## config.mk

```make
export PLATFORM = sky130hd
export DESIGN_NAME = vector_store_unit
export DESIGN_NICKNAME = d
export VERILOG_FILES = /design/src/rtl/vector_store_unit.sv
export SDC_FILE = /design/constraint.sdc
export NUM_CORES = 1
export LEC_CHECK = 0
export CORE_MARGIN = 2
export CORE_UTILIZATION = 55
export DETAILED_ROUTE_END_ITERATION = 7
export PLACE_DENSITY = 0.89
export SYNTH_ARGS = -nofsm -noshare
export SYNTH_HDL_FRONTEND = slang
export SYNTH_SLANG_ARGS = --single-unit
```

## constraint.sdc

```tcl
create_clock -name clk_i -period 6.5 [get_ports clk_i]
set_input_delay 1.3 -clock clk_i [delete_from_list [all_inputs] [get_ports clk_i]]
set_output_delay 1.3 -clock clk_i [all_outputs]
set_load 0.005 [all_outputs]
```

## src/rtl/vector_store_unit.sv

```systemverilog
// Drains one snapshotted vector register into byte-addressed memory, one element
// per accepted write, under a start/busy/done handshake from the control unit.
module vector_store_unit #(
  parameter int regSize   = 8,
  parameter int vecSize   = 4,
  parameter int selBits   = 2,
  parameter int addrWidth = 16
) (
  input  logic                       clk_i,
  input  logic                       rst_i,
  input  logic                       start_i,
  input  logic [selBits-1:0]         src_reg_i,
  input  logic [addrWidth-1:0]       base_addr_i,
  output logic [selBits-1:0]         r_sel_o,
  input  logic [vecSize*regSize-1:0] reg_data_i,
  output logic                       mem_wr_en_o,
  output logic [addrWidth-1:0]       mem_addr_o,
  output logic [regSize-1:0]         mem_wr_data_o,
  input  logic                       mem_ready_i,
  output logic                       busy_o,
  output logic                       done_o
);

  localparam int IdxW = (vecSize > 1) ? $clog2(vecSize) : 1;

  typedef enum logic [1:0] {
    IDLE  = 2'd0,
    LATCH = 2'd1,
    WRITE = 2'd2,
    DONE  = 2'd3
  } state_e;

  state_e                     state_q, state_d;
  logic [selBits-1:0]         src_q, src_d;
  logic [addrWidth-1:0]       base_q, base_d;
  logic [IdxW-1:0]            idx_q, idx_d;
  logic [vecSize*regSize-1:0] snap_q, snap_d;
  logic                       wr_en_q, wr_en_d;
  logic [addrWidth-1:0]       addr_q, addr_d;
  logic [regSize-1:0]         data_q, data_d;
  logic                       busy_q, busy_d;
  logic                       done_q, done_d;

  // Next-state logic; outputs are precomputed from the next state so they leave registers.
  always_comb begin
    state_d = state_q;
    src_d   = src_q;
    base_d  = base_q;
    idx_d   = idx_q;
    snap_d  = snap_q;

    case (state_q)
      IDLE: begin
        if (start_i) begin
          src_d   = src_reg_i;
          base_d  = base_addr_i;
          idx_d   = '0;
          state_d = LATCH;
        end else begin
          state_d = IDLE;
        end
      end
      LATCH: begin
        snap_d  = reg_data_i;
        state_d = WRITE;
      end
      WRITE: begin
        if (mem_ready_i) begin
          if (idx_q == IdxW'(vecSize - 1)) begin
            state_d = DONE;
          end else begin
            idx_d = idx_q + IdxW'(1);
          end
        end else begin
          state_d = WRITE;
        end
      end
      DONE: begin
        state_d = IDLE;
      end
      default: begin
        state_d = IDLE;
      end
    endcase

    wr_en_d = (state_d == WRITE);
    busy_d  = (state_d == LATCH) || (state_d == WRITE);
    done_d  = (state_d == DONE);
    // Address and data hold their last value outside WRITE.
    if (state_d == WRITE) begin
      addr_d = base_d + addrWidth'(idx_d);
      data_d = snap_d[int'(idx_d) * regSize +: regSize];
    end else begin
      addr_d = addr_q;
      data_d = data_q;
    end
  end

  // State and output registers with synchronous reset.
  always_ff @(posedge clk_i) begin
    if (rst_i) begin
      state_q <= IDLE;
      src_q   <= '0;
      base_q  <= '0;
      idx_q   <= '0;
      snap_q  <= '0;
      wr_en_q <= 1'b0;
      addr_q  <= '0;
      data_q  <= '0;
      busy_q  <= 1'b0;
      done_q  <= 1'b0;
    end else begin
      state_q <= state_d;
      src_q   <= src_d;
      base_q  <= base_d;
      idx_q   <= idx_d;
      snap_q  <= snap_d;
      wr_en_q <= wr_en_d;
      addr_q  <= addr_d;
      data_q  <= data_d;
      busy_q  <= busy_d;
      done_q  <= done_d;
    end
  end

  assign r_sel_o       = src_q;
  assign mem_wr_en_o   = wr_en_q;
  assign mem_addr_o    = addr_q;
  assign mem_wr_data_o = data_q;
  assign busy_o        = busy_q;
  assign done_o        = done_q;

endmodule

```

### Word level (Yosys, flattened, before mapping)

Cells that the tools add are included.

* bits in registers: 81
* latch bits: 0
* input port bits: 54
* word-level logic and storage cells: 34
* bits in writable memories: 0
* memories: 0
* output and inout port bits: 29
* ROM bits: 0

* $add $sub $neg: 2
* div/mod/pow operators: 0
* bitwise gates (word level): 0
* muxes and demuxes: 11
* shift operators: 1
* multipliers: 0
* equal/unequal tests: 7
* reduce and logical (&&, ||, !) cells: 3
* order comparisons: 0

Operators by type and width (count)
* $mux W16: 2
* $mux W32: 1
* $shiftx A32 B6 Y8: 1
* $add A16 B2 Y16: 1
* $eq A2 B2 Y1 const B: 5
* $mux W2: 5
* $pmux W2 S4: 1
* $eq A2 B1 Y1 const B: 2
* $pmux W2 S2: 1
* $add A2 B1 Y2 const B: 1
* $logic_not A2 Y1: 1
* $reduce_and A2 Y1: 1
* $logic_or A1 B1 Y1: 1
* $mux W1: 1

### Depth between registers and ports, before layout

* depth in word-level cells: 6
* mapped depth: 16
* depth with buffers taken out: 12

### Worst setup path before layout

OpenSTA, ideal clock, no wires.

* kind: in2reg
* start: input port start_i
* end: register addr_q[3], in the netlist mem_addr_o[3]
* data required time: 6.409 ns
* stages on the path: 12
* arrival: 3.799 ns
* path buffers: 3
* setup slack: 2.610 ns
* path through: and2_1 -> buf_4 -> buf_2 -> clkbuf_1 -> mux2i_1 -> inv_1 -> ha_1 -> a21oi_1 -> nand2b_1 -> xnor2_1 -> nand2_1 -> a311oi_1

* cells in the longest elaborated chain, start to end: 3

RTL lines
* from (decl): RTL line 11 `input logic start_i,`
* $mux W16: RTL line 54 `if (start_i) begin`
* $mux W16: RTL line 52 `case (state_q)`
* named net base_d[1]: RTL line 35 `logic [addrWidth-1:0] base_q, base_d;`
* $add A16 B2 Y16: RTL line 91 `addr_d = base_d + addrWidth'(idx_d);`
* to (signal assigned): RTL line 119 `addr_q <= addr_d;`
* to (decl): RTL line 39 `logic [addrWidth-1:0] addr_q, addr_d;`

The timed path passes the listed nets, and every way through them passes these cells.
A chain may end at the register's enable or synchronous reset.

### Final worst setup path

* start: input port start_i
* end: register addr_q[14], in the netlist mem_addr_o[14]

* cells in the longest elaborated chain, start to end: 3

RTL lines (RTL line)
* $mux W2, or another cell as far along: 54
* $pmux W2 S2, or another cell as far along: 52
* $add A16 B2 Y16 / $eq A2 B2 Y1 (equally long branches): 91, 90

Several ways; a longest one is shown, not always the timed one.

==> summary by stage <==
Layout
Cells with a size suffix above 1 make up 5.74% of the layout. The finished cells cover 0.00483 mm2. The synthesis-to-finish area growth is 26.0%. The antenna diode instance count is 0. The sequential cells in the finished layout cover a total of 0.00162 mm2. The non-filler instance count after layout is 568. The net count reported at finish is 546. The area taken by multi-input logic gates is 0.00206 mm2. In the layout the commonest cells are 81 x sky130_fd_sc_hd__mux2i_1, 81 x sky130_fd_sc_hd__dfxtp_1, 81 x sky130_fd_sc_hd__clkdlybuf4s50_1, 68 x sky130_fd_sc_hd__nor2_1, 24 x sky130_fd_sc_hd__nand2_1. The number of inserted filler cells in the final layout is roughly 520.

Synth
The number of different library cells in the post-synthesis netlist is 42. The number of nets handed over by synthesis was 478. The count of synthesis-stage warnings from yosys is 0. The sequential element share of the synthesized area is 42.3%.

The average instance area after synthesis is around 9.2 um2. Synthesis inferred 81 register bits. After synthesis, the largest area contributor takes up a little over two fifths of total cell area.

In the synthesized netlist the dominant register cell turns out to be sky130_fd_sc_hd__dfxtp_1. The proportion of synthesized flip-flops having asynchronous set or reset is 0%. The synthesized instance count is about 420. The largest total area in the synthesized netlist belongs to sky130_fd_sc_hd__dfxtp_1. In this run, synthesis inferred 0 flip-flops with an integrated enable. By area the synthesized netlist is led by sky130_fd_sc_hd__dfxtp_1 42%, sky130_fd_sc_hd__mux2i_1 21%, sky130_fd_sc_hd__nor2_1 6.7%, sky130_fd_sc_hd__nand2_1 2.4%, sky130_fd_sc_hd__ha_1 2.3%. After synthesis the cells add up to about 0.0038 mm2.

Worst setup path
Data on the critical path arrives at its endpoint at between 4 and 5 ns. The setup path with the least slack is of type input pin to flop. Walking the worst path, the cells encountered are clkdlybuf4s50_1, nand2_1, a22oi_1, mux2i_4, buf_4, ha_1, inv_1, fa_1, nor4b_2, nor3_1, nand3b_1. The largest stage delay on the critical path is 0.55 ns.

At the worst endpoint, the required time is ~6.7 ns. The startpoint of the worst register-to-register path is state_q[0]. The worst register-to-register path ends at mem_addr_o[14]. Across all register-to-register paths, the minimum setup slack is 2.91 ns.

The endpoint class of the critical path is a flop. The slowest cell on the critical path is sky130_fd_sc_hd__fa_1. The gate family responsible for the most delay along the worst path is simple AND/OR/NAND/NOR gates.

The buffers plus inverters on the worst setup path is 3. The largest fanout on the critical path is 33. The worst register-to-register path has a depth of 12.

The kind of start point of the critical path is an input pin.

Drt
The detailed router's first-iteration violation count is 158. After detailed routing, the total wire length is a little over 9000 um. The remaining number of nets flagged by the antenna check after routing is 0.

The average routed wire per standard cell is 16.0 um. The number of DRC violations after detailed routing is 0. The post-detailed-route via-to-cell ratio is between 5 and 6. The first-pass iteration count of the detailed router is 4. The number of vias after detailed routing is 3,228.

Place
The count of buffers inserted at the top-level ports is 82. After legalization and detailed placement, the total HPWL measured 6490 um. The cell count after placement is ~550.

The placed instances occupy a cell area of 0.00467 mm2. Routability-driven placement finished with a final weighted congestion of 0.831.

Pwr
The power density relative to cell area is about 230 mW/mm2. VDD sags by at most between 0.1 and 0.15 mV. In this run the static leakage power is between 0.0015 and 0.002 uW.

GRT
Global routing used 24.3% of the available tracks across all layers. Entering global routing, the biggest net connects 80 pins. The number of antenna violations at the first check in global routing is 0. The first global-routing pass estimated 14,600 um of wire.

The number of global-route vias before repair is 3,199. Summed over all layers, the global routing overflow is 0.

STA
Hold timing on the final database bottoms out at a slack of 0.461 ns. The max-slew headroom at the worst pin is 32.2%. Static timing analysis puts the maximum clock frequency at approximately 0.23 GHz. The final sum of negative setup slack is 0 ns. The number of slew-limit violations in the final report is 0.

The final number of hold-violating endpoints came to 0. The transition time at the pin with the least slew margin is 1.02 ns. The smallest clock period supported by the final layout is computed as 4.30 ns. The share of the clock period used by the worst path is 66.2%. The worst-case clock skew is 0.00821 ns.

Setup repair after global routing left no endpoint under its margin. Setup violations remaining at the end of the flow were counted as 0.

Floorplan
The standard-cell row count is 30. After floorplanning, the core was sized to cover 0.00676 mm2. The die width is 87.5 um.

The effective utilization at floorplan is 56.7%. From bottom edge to top edge, the die measures 87.5 um. In this run the count of I/O pins placed on the die edge is 83.

The floorplan step defined a die boundary enclosing 0.00765 mm2.

Hold path
The class of the tightest hold or removal check is flop to flop. The number of stages on the worst hold path is 2. The worst hold path begins at r_sel_o[1].

For hold timing, the worst endpoint is r_sel_o[1].

Job
The max-capacitance violation count is 0.

Clock tree
The H-tree depth is 3. The TritonCTS buffer count is 9. The later-pin clock latency in the skew report is roughly 0.35 ns.

Once the clock tree was built, the setup fixing pass inserted 0 buffers. The clock sink count is slightly above 80. TritonCTS built the clock tree. The count of hold-fix buffers inserted at cts is 0.

The number of gates resized after CTS was 0. The buffer type at the clock tree root is sky130_fd_sc_hd__clkbuf_8. After clock tree synthesis, the clock-pin slew on the worst setup and hold paths is 0.08 ns.

The longest clock path from root to sink contains 2 buffers.

Run status
The flow ran to the end, and the final reports show no timing, DRC or antenna violations.
## synth_stat cells (6+ instances only)
cell type                   n
sky130_fd_sc_hd__dfxtp_1   81
sky130_fd_sc_hd__mux2i_1   81
sky130_fd_sc_hd__nor2_1    68
sky130_fd_sc_hd__nand2_1   24
sky130_fd_sc_hd__clkbuf_1  18
sky130_fd_sc_hd__inv_1     11
sky130_fd_sc_hd__nand3_1   11
sky130_fd_sc_hd__a211oi_1  10
sky130_fd_sc_hd__a21oi_1   10
sky130_fd_sc_hd__and3_1     9
sky130_fd_sc_hd__nand2b_1   9
sky130_fd_sc_hd__a22oi_1    8
sky130_fd_sc_hd__ha_1       7
sky130_fd_sc_hd__nor3_1     7
sky130_fd_sc_hd__buf_2      6
sky130_fd_sc_hd__or3_1      6
## stage by stage
| stage | util (%) | total power (uW) | setup slack (ns) |
|---|---|---|---|
| 2_1_floorplan | - | 703 | 2.61 |
| 3_3_place_gp | 69.1 | 800 | 1.98 |
| 3_5_place_dp | 69.1 | 808 | 1.87 |
| 4_1_cts | 71.5 | 1110 | 2.22 |
| 5_1_grt | 71.5 | 1160 | 1.99 |
| 6_report | 71.5 | 1110 | 2.20 |
## worst max path at each step
stage               cells past startpoint             end    start
floorplan                              12   mem_addr_o[3]  start_i
global placement                       11  mem_addr_o[14]  start_i
detailed placement                     11  mem_addr_o[14]  start_i
CTS                                    11  mem_addr_o[14]  start_i
global route                           11   mem_addr_o[3]  start_i
finish                                 11  mem_addr_o[14]  start_i
## sequential cells by signal, indices dropped and copies added (netlist names)
register       cells
snap_q            32
base_q            16
mem_addr_o        16
mem_wr_data_o      8
idx_q              2
r_sel_o            2
state_q            2
busy_o             1
done_o             1
mem_wr_en_o        1
## routing by layer
layer  routed length (um)  vias to the layer above  GRT usage (%)
met5                    0                        -              0
met4                  179                        0           10.8
met3                  444                       18           3.70
met2                 4590                      106           43.0
met1                 3860                     1533           28.8
li1                     -                     1571              -
## layout make-up
cell class / count / share of cell area (%)
inverter: 11 / 0.855
sequential: 81 / 33.6
timing repair buffer: 86 / 17.5
tap: 80 / 2.07
clock buffer: 9 / 2.57
multi-input combinational: 295 / 42.7
clock inverter: 6 / 0.751
## cells by family (layout without fill, tap and decap cells)
kind of cell | after synthesis | after routing | synth area share (%)
xor gates and xnor gates | 7 | 7 | 1.60
adders and majority gates | 8 | 8 | 2.81
and+or+nand+nor | 152 | 152 | 19.4
AOI/OAI and AO/OA | 46 | 46 | 8.13
muxes | 82 | 82 | 21.5
buffers and inverters | 40 | 112 | 4.21
DFF | 81 | 81 | 42.3
## power breakdown
part           leakage, uW  internal [uW]  switching, uW  total (uW)
Combinational      0.00101            126            118         244
Sequential        0.000661            534           20.7         554
Clock            0.0000846            134            177         312
## worst reg2reg max path, cell delays in order, from the launching register on
cell	delay, ns
sky130_fd_sc_hd__dfxtp_1	0.36
sky130_fd_sc_hd__inv_1	0.07
sky130_fd_sc_hd__ha_1	0.30
sky130_fd_sc_hd__nand2_1	0.40
sky130_fd_sc_hd__a22oi_1	0.19
sky130_fd_sc_hd__mux2i_4	0.18
sky130_fd_sc_hd__buf_4	0.48
sky130_fd_sc_hd__ha_1	0.26
sky130_fd_sc_hd__inv_1	0.05
sky130_fd_sc_hd__fa_1	0.55
sky130_fd_sc_hd__nor4b_2	0.38
sky130_fd_sc_hd__nor3_1	0.09
sky130_fd_sc_hd__nand3b_1	0.17
Note: power is estimated with default switching activity, not from simulation.
